==> src/rtl/alu_seq.sv <==
// Sequencer around an external combinational ALU.
// Holds operands stable for SETTLE cycles, then captures the result.
module alu_seq #(
  parameter int N      = 8,
  parameter int SETTLE = 2
) (
  input  logic         clk,
  input  logic         rst_n,
  input  logic         req_valid,
  output logic         req_ready,
  input  logic [N-1:0] req_A,
  input  logic [N-1:0] req_B,
  input  logic [2:0]   req_Cntr,
  output logic [N-1:0] alu_A,
  output logic [N-1:0] alu_B,
  output logic [2:0]   alu_Cntr,
  input  logic [N-1:0] alu_Result,
  input  logic [3:0]   alu_Flags,
  output logic         rsp_valid,
  input  logic         rsp_ready,
  output logic [N-1:0] rsp_Result,
  output logic [3:0]   rsp_Flags,
  output logic [3:0]   sticky_Flags,
  input  logic         clr_sticky,
  output logic [15:0]  op_count
);

  typedef enum logic [1:0] {
    IDLE  = 2'd0,
    DRIVE = 2'd1,
    RESP  = 2'd2
  } state_t;

  localparam logic [3:0] CNT_INIT = 4'(SETTLE - 1);

  state_t       state_q, state_d;
  logic [3:0]   cnt_q, cnt_d;
  logic [N-1:0] a_q, a_d;
  logic [N-1:0] b_q, b_d;
  logic [2:0]   op_q, op_d;
  logic         vld_q, vld_d;
  logic [N-1:0] res_q, res_d;
  logic [3:0]   flg_q, flg_d;
  logic [3:0]   stk_q, stk_d;
  logic [15:0]  cnt_ops_q, cnt_ops_d;
  logic         capture;

  assign req_ready    = (state_q == IDLE);
  assign alu_A        = a_q;
  assign alu_B        = b_q;
  assign alu_Cntr     = op_q;
  assign rsp_valid    = vld_q;
  assign rsp_Result   = res_q;
  assign rsp_Flags    = flg_q;
  assign sticky_Flags = stk_q;
  assign op_count     = cnt_ops_q;

  // Next-state, settle countdown, capture and flag accumulation.
  always_comb begin
    state_d   = state_q;
    cnt_d     = cnt_q;
    a_d       = a_q;
    b_d       = b_q;
    op_d      = op_q;
    vld_d     = vld_q;
    res_d     = res_q;
    flg_d     = flg_q;
    capture   = 1'b0;
    unique case (state_q)
      IDLE: begin
        if (req_valid) begin
          a_d     = req_A;
          b_d     = req_B;
          op_d    = req_Cntr;
          cnt_d   = CNT_INIT;
          state_d = DRIVE;
        end
      end
      DRIVE: begin
        if (cnt_q != 4'd0) begin
          cnt_d = cnt_q - 4'd1;
        end else begin
          capture = 1'b1;
          res_d   = alu_Result;
          flg_d   = alu_Flags;
          vld_d   = 1'b1;
          state_d = RESP;
        end
      end
      RESP: begin
        if (rsp_ready) begin
          vld_d   = 1'b0;
          state_d = IDLE;
        end
      end
      default: state_d = IDLE;
    endcase
    // Clear acts first, so a same-edge capture still lands.
    stk_d = clr_sticky ? 4'd0 : stk_q;
    if (capture) begin
      stk_d = stk_d | alu_Flags;
    end
    cnt_ops_d = cnt_ops_q;
    if (capture && cnt_ops_q != 16'hFFFF) begin
      cnt_ops_d = cnt_ops_q + 16'd1;
    end
  end

  // State and datapath registers.
  always_ff @(posedge clk or negedge rst_n) begin
    if (!rst_n) begin
      state_q   <= IDLE;
      cnt_q     <= 4'd0;
      a_q       <= '0;
      b_q       <= '0;
      op_q      <= 3'd0;
      vld_q     <= 1'b0;
      res_q     <= '0;
      flg_q     <= 4'd0;
      stk_q     <= 4'd0;
      cnt_ops_q <= 16'd0;
    end else begin
      state_q   <= state_d;
      cnt_q     <= cnt_d;
      a_q       <= a_d;
      b_q       <= b_d;
      op_q      <= op_d;
      vld_q     <= vld_d;
      res_q     <= res_d;
      flg_q     <= flg_d;
      stk_q     <= stk_d;
      cnt_ops_q <= cnt_ops_d;
    end
  end

endmodule

==> config.mk <==
export PLATFORM = sky130hd
export DESIGN_NAME = alu_seq
export DESIGN_NICKNAME = d
export VERILOG_FILES = /design/src/rtl/alu_seq.sv
export SDC_FILE = /design/constraint.sdc
export NUM_CORES = 1
export LEC_CHECK = 0
export ABC_AREA = 1
export BUFFER_PORTS_ARGS = -buffer_cell sky130_fd_sc_hd__clkbuf_2
export CAP_MARGIN = 15
export CORE_ASPECT_RATIO = 1.5
export CORE_MARGIN = 10
export CORE_UTILIZATION = 54
export DETAILED_ROUTE_END_ITERATION = 8
export PLACE_DENSITY = 0.9
export SLEW_MARGIN = 20
export SYNTH_ARGS = -nofsm -noshare
export SYNTH_HDL_FRONTEND = slang
export SYNTH_SLANG_ARGS = --single-unit
export TNS_END_PERCENT = 5
==> constraint.sdc <==
create_clock -name clk -period 3.54 [get_ports clk]
set_input_delay 0.354 -clock clk [delete_from_list [all_inputs] [get_ports clk]]
set_output_delay 0.354 -clock clk [all_outputs]
set_load 0.02 [all_outputs]
Word level (Yosys, flattened, before mapping). Cells that the tools add are included.

Bitwise operators: 2. Reductions and logical operators: 10. Equality and inequality tests: 7. $add $sub $neg: 2. Muxes and demuxes: 14.

Operators with widths (count): 16-bit by 1-bit adder with 16-bit output (second input constant) (1); 4-bit two-way mux (4); 16-bit != test (second input constant) (1); 3-bit AND reduction (3); 2-bit != test (second input constant) (4); 4-bit one-hot mux with 2 select lines (1); 2-bit two-way mux (3); 2-bit one-hot mux with 3 select lines (1); 1-bit two-way mux (4); 4-bit bitwise OR (1); 2-bit AND reduction (2); 2-bit nonzero test (2); 4-bit nonzero test (1); 4-bit by 1-bit subtractor with 4-bit output (second input constant) (1); 2-bit by 1-bit equality test with 1-bit output (second input constant) (1); 2-bit equality test (second input constant) (1); 2-bit logical NOT (1); 1-bit one-hot mux with 2 select lines (1); 1-bit logical AND (1); 1-bit inverter (1).

Input bits: 36. Logic and storage cells: 45. Output and inout port bits: 53. Register bits: 58.

Depth between registers and ports, before layout. Gate-level depths: netlist of the first run.

Depth after elaboration: 4. Mapped depth: 10. Gate-level depth less buffers: 9.

Least setup slack after synthesis of the first run. Ideal clock, no wire load.

Path kind: register to register. From: register cnt_ops_q[0] (netlist: op_count[0]). To: register cnt_ops_q[2] (netlist: op_count[2]). Cell stages (with the launch flop): 10. Clock period less this slack: 1524 ps. Setup slack: 2016 ps. Required time: 3417 ps. Setup time: 123 ps. Path buffers: 1. Data arrival time: 1401 ps. Path through: dfrtp_1 > ha_1 > inv_1 > nor2_1 > nand2_1 > inv_2 > nand2_8 > nand2_4 > buf_6 > o21ai_1.

Cells in the longest elaborated chain, start to end: 2. Elaborated cells on any way between the ends: 3. Those cells by class: add/sub (1); eq/ne (1); reduce/logical (1).

RTL lines: start, declared (line 45) `logic [15:0] cnt_ops_q, cnt_ops_d;`; start signal, assigned (line 132) `cnt_ops_q <= cnt_ops_d;`; parallel branches: the longest is 2 deep, another holds 16-bit by 1-bit adder with 16-bit output.

Parallel ways; which one is timed is not known. A chain may end at the register's enable or synchronous reset.

Final worst setup path of the first run.
From: register cnt_q[0]. To: register cnt_ops_q[6] (netlist: op_count[6]).

Cells in the longest elaborated chain, start to end: 4.

RTL lines: start, declared (line 37) `logic [3:0] cnt_q, cnt_d;`; start signal, assigned (line 124) `cnt_q <= cnt_d;`; 4-bit nonzero test (line 80) `if (cnt_q != 4'd0) begin`; 1-bit two-way mux (line 80); 1-bit two-way mux (line 69) `unique case (state_q)`; 1-bit logical AND (line 104) `if (capture && cnt_ops_q != 16'hFFFF) begin`.

Every way passes these cells.

==> impl_metrics.py, run 1 <==
metrics = {
    "sta": {
        "hold_viol_final": 0,
        "fmax_mhz": 553,
        "fin_crit_sh_pct": 51.1,
        "finalCriticalPeriod_ns": 1.81,
        "setup-tns-final_ns": 0,
        "fin_worst_skew_ns": 0.00766,
        "tightestPinTransition_ns": 0.852,
        "holdWs_ns": 0.0180,
        "setup_viol": 0,
        "rsz0062_at_grt": "no",
        "max_slew_margin_pct": 43.1,
        "final_max_slew_viol_count": 0,
    },
    "power": {
        "power_frac_comb_pct": 39.3,
        "p_leak_nw": 1.73,
        "totalPowerFinal_mw": 2.90,
        "power_density_mw_per_mm2": 860,
        "internal-power_mw": 1.75,
        "p_sw_share_pct": 39.7,
        "power_switching_mw": 1.15,
        "ir_worst_vdd_mv": 0.730,
        "seqPwrFrac_pct": 37.8,
        "p_clk_share_pct": 22.9,
    },
    "logic_synthesis": {
        "syn_inst": 293,
        "synth_cell_types": 26,
        "synthDominantCellAreaShare_pct": 54.7,
        "synth_area_mm2": 0.00265,
        "synth_fa_ha_area_share_pct": 0.944,
        "synth_compound_area_share_pct": 2.31,
        "synth-xor-area-share_pct": 1.65,
        "synth_area_leaders": "dfrtp_1 (55%), nand2_1 (16%), mux2_2 (6.4%)",
        "synth_flop_cell": "dfrtp_1",
        "synthArstFlopShare_pct": 100,
        "synth-edff-count": 0,
        "synthTopCellsByCount": "nand2_1 (113), dfrtp_1 (58), inv_1 (21), nor2_1 (19)",
        "synth.area.mux_share_pct": 8.07,
        "yosys.area_share.simple_pct": 27.3,
        "syn_nets": 331,
        "synth_warnings": 0,
        "yosysSeqAreaShare_pct": 54.7,
        "synth.most_common_cell": "nand2_1",
        "synth_top_family_by_area": "simple AND/OR/NAND/NOR gates",
        "synth_area_per_cell_um2": 9.05,
        "synth_top_cell_by_area": "dfrtp_1",
        "synth-seq-cells": 58,
    },
    "clock_network": {
        "clock_sinks": 58,
        "cts_root_buf": "clkbuf_8",
        "cts_resized": 0,
        "path_clk_slew_ns": 0.07,
        "cts_tree": "done",
        "htreeDepth": 3,
        "cts_buffer_depth": 2,
        "cts_hold_buf": 0,
        "cts_made_buffers": 9,
        "clk_latency_ns": 0.33,
        "cts_setup_buffers": 0,
    },
    "cells_and_area": {
        "area_growth_pct": 27.0,
        "drive_gt1_share_pct": 33.8,
        "antenna_cells": 0,
        "layout.nets": 426,
    },
    "setup_path": {
        "slowest_delay_ns": 0.40,
        "cp_num_buf_inv": 2,
        "cp_slowest_cell": "dfrtp_1",
        "crit_arrival_ns": 2.02,
        "cp.required_ns": 3.76,
        "cp-end-kind": "flip-flop",
        "cp_max_fo": 18,
        "path_cells": "inv_1 -> ha_1 -> nand3_2 -> inv_2 -> nand2_4 -> nand2_1 -> o21ai_1",
        "critPathKind": "flip-flop to flip-flop",
        "start_kind": "flip-flop",
        "crit_family": "simple AND/OR/NAND/NOR gates",
    },
    "floorplanning": {
        "fp.dieArea_mm2": 0.00817,
        "rows": 31,
        "initial_core_util_pct": 55.1,
        "die_w_um": 77.2,
        "core_mm2": 0.00481,
        "ios": 89,
        "die_y_um": 106,
    },
    "routing": {
        "drt_pass1_iterations": 4,
        "num_vias": 2326,
        "ant_nets": 0,
        "via_per_inst": 5.07,
        "remaining_drc_errors": 0,
        "post_drt_wl_per_cell_um": 14.4,
        "drt_iter0_markers": 228,
        "routed_wl_um": 6630,
    },
    "grt": {
        "grt_pass1_wl_um": 11000,
        "gr-usage-all-layers_pct": 16.4,
        "grt_use_met2_pct": 29.3,
        "gr-usage-met3_pct": 7.31,
        "grt_util_met1_pct": 16.0,
        "grt-ovfl-total": 0,
        "grt_max_degree": 36,
        "antenna_found_initial": 0,
        "busiest_layer": "met2",
        "grt_pass1_vias": 2449,
    },
    "outcome": {
        "outcome": "complete, no violations",
    },
    "place": {
        "place_hpwl_um": 5130,
        "io_buffers": 88,
        "routabilityCongestion": 0.869,
    },
    "min_path": {
        "hold_path.class": "primary input to async pin",
    },
    "run": {
        "max-cap-violations": 0,
    },
}
cell type report:
| cell class | instances | area [um^2] |
|---|---|---|
| inverters | 25 | 98.8 |
| repair buffers | 89 | 448 |
| clock inverters | 5 | 77.6 |
| well taps | 66 | 82.6 |
| fillers | 395 | 1440 |
| multi-input cells | 205 | 1070 |
| clock buffers | 11 | 141 |
| flip-flops and latches | 58 | 1450 |
metal layers:
metal / part of all wire [%] / vias up
li1: - / 1122
met1: 36 / 1103
met2: 54 / 87
met3: 8.3 / 14
met4: 1.6 / 0
met5: 0 / -
worst paths after layout:
check,endpoint,from,cells past startpoint,slack [ns]
min,op_count[8],rst_n,1,0.02
max,op_count[6],cnt_q[0],7,1.73
max in group asynchronous,op_count[5],rst_n,2,2.64
min in group clk,rsp_Result[7],alu_Result[7],3,0.22
max reg2reg,op_count[6],cnt_q[0],7,1.73
min reg2reg,rsp_Result[1],rsp_Result[1],2,0.48
stage by stage:
step	setup WS (ns)	util, %	area (um^2)	instances
finish	1.73	70.0	3370	459
global route	1.53	70.0	3370	459
CTS	1.75	70.0	3370	459
detailed placement	1.75	65.5	3150	443
global placement	1.84	65.5	3150	443
floorplan	2.02	-	2650	293
sequential cells by signal (all words and copies together) (netlist names):
register / count
rsp_Result: 8
alu_A: 8
sticky_Flags: 4
alu_B: 8
cnt_q: 4
alu_Cntr: 3
state_q: 2
rsp_Flags: 4
op_count: 16
rsp_valid: 1
power groups by stage:
stage / Clock, mW / Combinational, mW / Sequential (mW)
2_1_floorplan: 0 / 0.501 / 1.35
3_3_place_gp: 0 / 1.11 / 1.09
3_5_place_dp: 0 / 1.15 / 1.10
4_1_cts: 0.678 / 1.16 / 1.10
5_1_grt: 0.707 / 1.25 / 1.13
6_report: 0.664 / 1.14 / 1.10
cell usage in the layout (no fill, tap or decap), drive strengths merged:
| cell type | n |
|---|---|
| o22ai | 1 |
| xnor2 | 5 |
| bufinv | 2 |
| nor2 | 24 |
| nor3 | 1 |
| dfrtp | 58 |
| clkinvlp | 1 |
| inv | 24 |
| clkbuf | 99 |
| o21ai | 11 |
| nand3 | 16 |
| nand4 | 8 |
| clkinv | 3 |
| ha | 2 |
| buf | 1 |
| nand2 | 117 |
| mux2 | 19 |
| nand3b | 1 |
worst register-to-register path, delay by kind of cell (launching register included):
kind / cells / cell delay [ns]
and+or+nand+nor: 3 / 0.60
AOI/OAI and AO/OA: 1 / 0.06
adders and majority gates: 1 / 0.22
DFF: 1 / 0.40
buffers and inverters: 2 / 0.43
logic make-up (layout without fill, tap and decap cells):
family / count (synthesis) / after routing
fa+ha+maj: 2 / 2
xor+xnor: 5 / 5
compound gates: 12 / 12
buf+inv: 30 / 130
simple gates: 167 / 167
mux: 19 / 19
flops: 58 / 58
Note: power is estimated with default switching activity, not from simulation.
==> inputs of run 2 (changes only) <==
--- a/config.mk
+++ b/config.mk
@@ -10,9 +10,9 @@
 export CAP_MARGIN = 15
 export CORE_ASPECT_RATIO = 1.5
 export CORE_MARGIN = 10
-export CORE_UTILIZATION = 54
+export CORE_UTILIZATION = 45
 export DETAILED_ROUTE_END_ITERATION = 8
-export PLACE_DENSITY = 0.9
+export PLACE_DENSITY = 0.8
 export SLEW_MARGIN = 20
 export SYNTH_ARGS = -nofsm -noshare
 export SYNTH_HDL_FRONTEND = slang
==> constraint.sdc (replaced) <==
create_clock -name clk -period 1.66 [get_ports clk]
set_input_delay 0.166 -clock clk [delete_from_list [all_inputs] [get_ports clk]]
set_output_delay 0.166 -clock clk [all_outputs]
set_load 0.02 [all_outputs]
==> impl_metrics.py, run 2 (synthesis gave the netlist of run 1 again) <==
metrics = {
    "outcome": {
        "outcome": "complete, no violations",
    },
    "floorplanning": {
        "initial_core_util_pct": 46.2,
        "die_w_um": 82.7,
        "core_mm2": 0.00574,
        "rows": 34,
        "ios": 89,
        "fp.dieArea_mm2": 0.00943,
        "die_y_um": 114,
    },
    "grt": {
        "gr-usage-all-layers_pct": 15.0,
        "grt-ovfl-total": 0,
        "grt_max_degree": 30,
        "antenna_found_initial": 0,
        "grt_pass1_vias": 2380,
        "grt_pass1_wl_um": 11000,
    },
    "routing": {
        "via_per_inst": 4.97,
        "remaining_drc_errors": 0,
        "drt_iter0_markers": 105,
        "routed_wl_um": 6790,
        "post_drt_wl_per_cell_um": 14.4,
        "ant_nets": 0,
        "drt_pass1_iterations": 5,
        "num_vias": 2338,
    },
    "power": {
        "p_clk_share_pct": 20.0,
        "power_frac_comb_pct": 41.7,
        "p_leak_nw": 1.76,
        "ir_worst_vdd_mv": 1.00,
        "internal-power_mw": 3.61,
        "seqPwrFrac_pct": 38.3,
        "p_sw_share_pct": 40.4,
        "power_switching_mw": 2.44,
        "power_density_mw_per_mm2": 1770,
        "totalPowerFinal_mw": 6.06,
    },
    "place": {
        "io_buffers": 88,
        "dp_slack_ns": 0.133,
        "dp.cells": 454,
        "routabilityCongestion": 0.861,
        "place_hpwl_um": 5350,
        "place_area_mm2": 0.00322,
    },
    "clock_network": {
        "cts_setup_buffers": 0,
        "clk_latency_ns": 0.33,
        "path_clk_slew_ns": 0.06,
        "cts_buffer_depth": 2,
        "cts_root_buf": "clkbuf_8",
        "clock_sinks": 58,
        "cts_tree": "done",
        "cts_made_buffers": 9,
        "htreeDepth": 3,
    },
    "cells_and_area": {
        "instances_no_fill": 470,
        "drive_gt1_share_pct": 34.7,
        "antenna_cells": 0,
        "layout.nets": 432,
        "layout_common_cells": "nand2_1 (113), clkbuf_2 (88), dfrtp_1 (58)",
        "largest_reg_flops": 16,
        "fin_util_pct": 59.6,
        "final_common_cell": "nand2_1",
        "area_growth_pct": 29.1,
        "final_area_mm2": 0.00342,
    },
    "run": {
        "max-cap-violations": 0,
    },
    "sta": {
        "finalCriticalPeriod_ns": 1.52,
        "fmax_mhz": 656,
        "max_slew_margin_pct": 69.6,
        "setup_viol": 0,
        "holdWs_ns": 0.0331,
        "setup-tns-final_ns": 0,
        "setup_ws_ns": 0.136,
        "final_max_slew_viol_count": 0,
        "rsz0062_at_grt": "no",
        "tightestPinTransition_ns": 0.456,
        "fin_worst_skew_ns": 0.00852,
        "fin_crit_sh_pct": 91.8,
        "hold_viol_final": 0,
    },
    "setup_path": {
        "cp-end-kind": "flip-flop",
        "start_kind": "flip-flop",
        "path_cells": "ha_1 -> inv_1 -> nor2_1 -> nand2_1 -> nor2_1 -> nor2_4 -> nand2_1 -> o21ai_1",
        "crit_family": "simple AND/OR/NAND/NOR gates",
        "cp.required_ns": 1.87,
        "slowest_delay_ns": 0.43,
        "critPathKind": "flip-flop to flip-flop",
        "cp_slowest_cell": "dfrtp_1",
        "cp_max_fo": 9,
        "crit_arrival_ns": 1.73,
        "cp_num_buf_inv": 1,
    },
    "min_path": {
        "hold_path.class": "primary input to flip-flop",
    },
}
-- run 2: changes by cell type in the layout (fill, tap and decap cells not counted) --
cell           previous run  this run
bufinv_16                 2         0
clkbuf_1                  1         0
nor2_2                    4         3
clkinvlp_4                1         0
clkbuf_8                 10        13
dlygate4sd3_1             0         1
buf_12                    0         2
buf_4                     1         4
nor2_4                    1         2
-- run 2: area by class of cell --
type / instances / area (um^2)
inverter: 25 / 98.8
clock inverter: 2 / 10.0
timing repair buffer: 95 / 520
multi-input combinational: 205 / 1070
sequential: 58 / 1450
tap: 72 / 90.1
clock buffer: 13 / 179
fill: 529 / 2320
-- run 2: path summary, 6_finish.rpt --
path                          startpoint       endpoint  slack [ns]  cells after the start
min                        alu_Result[6]  rsp_Result[6]        0.03                      3
min in group asynchronous          rst_n   rsp_Flags[0]        0.31                      2
max                          op_count[1]    op_count[7]        0.14                      8
max reg2reg                  op_count[1]    op_count[7]        0.14                      8
min reg2reg                rsp_Result[3]  rsp_Result[3]        0.48                      2
max in group asynchronous          rst_n  rsp_Result[1]        0.79                      3
-- run 2: worst register-to-register path, stage by stage, from the launching register on --
cell and delay, ns:
dfrtp_1 0.43, ha_1 0.28, inv_1 0.06, nor2_1 0.10, nand2_1 0.09, nor2_1 0.21
nor2_4 0.10, nand2_1 0.07, o21ai_1 0.06
-- run 2: power by group through the flow --
stage	clock network [mW]	registers [mW]	logic, mW
CTS	1.24	2.33	2.57
finish	1.21	2.32	2.52
floorplan	0	2.89	1.07
detailed placement	0	2.34	2.57
global placement	0	2.30	2.51
global route	1.31	2.39	2.78
-- run 2: metal layers --
layer / share of wire [%] / vias to the layer above / GRT usage (%)
met5: 0 / - / 0
met4: 1.9 / 0 / 7.95
met3: 9.5 / 13 / 6.22
met2: 50 / 96 / 24.6
met1: 38 / 1093 / 15.6
li1: - / 1136 / -
-- run 2: what timing repair did --
action / in CTS / in global routing
endpoints found under the hold margin: 15 / 0
hold buffers: 1 / 0
endpoints found under the setup margin: 0 / 1
resized for setup: 0 / 1
==> inputs of run 3 (changes only) <==
--- a/config.mk
+++ b/config.mk
@@ -10,9 +10,9 @@
 export CAP_MARGIN = 15
 export CORE_ASPECT_RATIO = 1.5
 export CORE_MARGIN = 10
-export CORE_UTILIZATION = 45
+export CORE_UTILIZATION = 54
 export DETAILED_ROUTE_END_ITERATION = 8
-export PLACE_DENSITY = 0.8
+export PLACE_DENSITY = 0.9
 export SLEW_MARGIN = 20
 export SYNTH_ARGS = -nofsm -noshare
 export SYNTH_HDL_FRONTEND = slang
==> constraint.sdc (replaced) <==
create_clock -name clk -period 1.8 [get_ports clk]
set_input_delay 0.18 -clock clk [delete_from_list [all_inputs] [get_ports clk]]
set_output_delay 0.18 -clock clk [all_outputs]
set_load 0.02 [all_outputs]
==> impl_metrics.py, run 3 (synthesis gave the netlist of run 1 again) <==
metrics = {
    "outcome": {
        "outcome": "complete, no violations",
    },
    "routing": {
        "via_per_inst": 5.02,
        "remaining_drc_errors": 0,
        "post_drt_wl_per_cell_um": 14.6,
        "num_vias": 2316,
        "drt_iter0_markers": 222,
        "ant_nets": 0,
        "routed_wl_um": 6750,
        "drt_pass1_iterations": 4,
    },
    "cells_and_area": {
        "drive_gt1_share_pct": 33.4,
        "regArea_mm2": 0.00145,
        "largest_reg_flops": 16,
        "fill_cells": 397,
        "layout.nets": 429,
        "layout_common_cells": "nand2_1 (113), clkbuf_2 (88), dfrtp_1 (58)",
        "fin_util_pct": 70.1,
        "final_common_cell": "nand2_1",
        "antenna_cells": 0,
        "multi_input_area_mm2": 0.00107,
        "final_area_mm2": 0.00337,
        "area_growth_pct": 27.2,
    },
    "place": {
        "place_hpwl_um": 5190,
        "routabilityCongestion": 0.928,
        "place_area_mm2": 0.00318,
        "io_buffers": 88,
    },
    "power": {
        "power_density_mw_per_mm2": 1650,
        "p_leak_nw": 1.72,
        "ir_worst_vdd_mv": 1.03,
    },
    "clock_network": {
        "clock_sinks": 58,
        "cts_setup_buffers": 0,
        "path_clk_slew_ns": 0.06,
        "cts_made_buffers": 9,
        "cts_buffer_depth": 2,
        "clk_latency_ns": 0.33,
        "cts_tree": "done",
        "htreeDepth": 3,
        "cts_root_buf": "clkbuf_8",
        "cts_resized": 0,
    },
    "setup_path": {
        "cp_num_buf_inv": 0,
        "start_kind": "flip-flop",
        "slowest_delay_ns": 0.45,
        "cp_slowest_cell": "dfrtp_1",
        "critPathKind": "flip-flop to flip-flop",
        "crit_arrival_ns": 1.80,
        "crit_path_frequent_cell": "nand2_1",
        "cp.required_ns": 2.02,
        "cp_max_fo": 7,
        "cp-end-kind": "flip-flop",
        "path_cells": "ha_1 -> nand3_1 -> nor2_1 -> nand3_1 -> nand2_1 -> nand2_1 -> nand2_1 -> nand2_1",
        "crit_family": "simple AND/OR/NAND/NOR gates",
    },
    "sta": {
        "fin_crit_sh_pct": 87.6,
        "rsz0062_at_grt": "no",
        "hold_viol_final": 0,
        "finalCriticalPeriod_ns": 1.58,
        "fin_worst_skew_ns": 0.00703,
        "setup_viol": 0,
        "fmax_mhz": 634,
        "final_max_slew_viol_count": 0,
        "max_slew_margin_pct": 76.2,
        "setup-tns-final_ns": 0,
        "tightestPinTransition_ns": 0.357,
    },
    "min_path": {
        "hold_path.class": "primary input to flip-flop",
    },
    "grt": {
        "grt_pass1_vias": 2581,
        "grt-ovfl-total": 0,
        "antenna_found_initial": 0,
        "grt_pass1_wl_um": 11500,
        "gr-usage-all-layers_pct": 17.2,
        "grt_max_degree": 59,
    },
    "floorplanning": {
        "die_y_um": 106,
        "ios": 89,
        "fp.dieArea_mm2": 0.00817,
        "initial_core_util_pct": 55.1,
        "die_w_um": 77.2,
        "core_mm2": 0.00481,
        "rows": 31,
    },
    "run": {
        "max-cap-violations": 0,
    },
}
-- run 3: cell types whose count changed in the layout (fill, tap and decap cells not counted), sizes merged --
cell	delta
buf	-3
bufinv	+1
clkinv	-2
clkinvlp	+1
-- run 3: power breakdown --
part / internal (mW) / switching [mW]
Sequential: 1.82 / 0.329
Clock: 0.671 / 0.482
Combinational: 0.830 / 1.42
Total: 3.32 / 2.23
-- run 3: path summary, 6_finish.rpt --
| kind | slack (ns) | to | cells past startpoint | startpoint |
|---|---|---|---|---|
| max | 0.22 | op_count[14] | 8 | op_count[0] |
| min | 0.04 | rsp_Result[7] | 3 | alu_Result[7] |
| max reg2reg | 0.22 | op_count[14] | 8 | op_count[0] |
| min reg2reg | 0.48 | rsp_Result[6] | 2 | rsp_Result[6] |
| max in group asynchronous | 1.14 | rsp_Result[0] | 3 | rst_n |
| min in group asynchronous | 0.38 | op_count[6] | 3 | rst_n |
-- run 3: layout make-up --
| class | instances | area share [%] |
|---|---|---|
| flip-flops and latches | 58 | 43.0 |
| multi-input cells | 205 | 31.7 |
| repair buffers | 92 | 14.4 |
| clock buffers | 13 | 4.42 |
| inverters | 25 | 2.93 |
| well taps | 66 | 2.45 |
| clock inverters | 2 | 1.11 |
-- run 3: metal layers --
metal  track usage [%]  share of wire [%]  vias up
met4              9.42                3.4        0
met5                 0                  0        -
met3              6.63                8.5       22
met1              15.5                 35     1092
met2              31.7                 53       82
li1                  -                  -     1120
-- run 3: what timing repair did --
action / CTS / global route
setup endpoints to repair: 0 / 0
endpoints found under the hold margin: 58 / 0
hold buffers: 1 / 0
-- run 3: metrics by stage --
| stage | std cells | power, mW | setup WS, ns | hold WS [ns] |
|---|---|---|---|---|
| after global placement | 445 | 4.35 | 0.249 | 0.207 |
| after CTS | 461 | 5.62 | 0.224 | 0.0352 |
| after detailed placement | 445 | 4.46 | 0.232 | 0.211 |
| after floorplan | 293 | 3.65 | 0.276 | -0.116 |
| after global routing | 461 | 5.94 | 0.0491 | 0.0506 |
| final | 461 | 5.55 | 0.222 | 0.0430 |
-- run 3: tightest hold or removal path: stages --
cell and delay (ns):
clkbuf_2 0.07, nand2_1 0.04, nand2_1 0.05
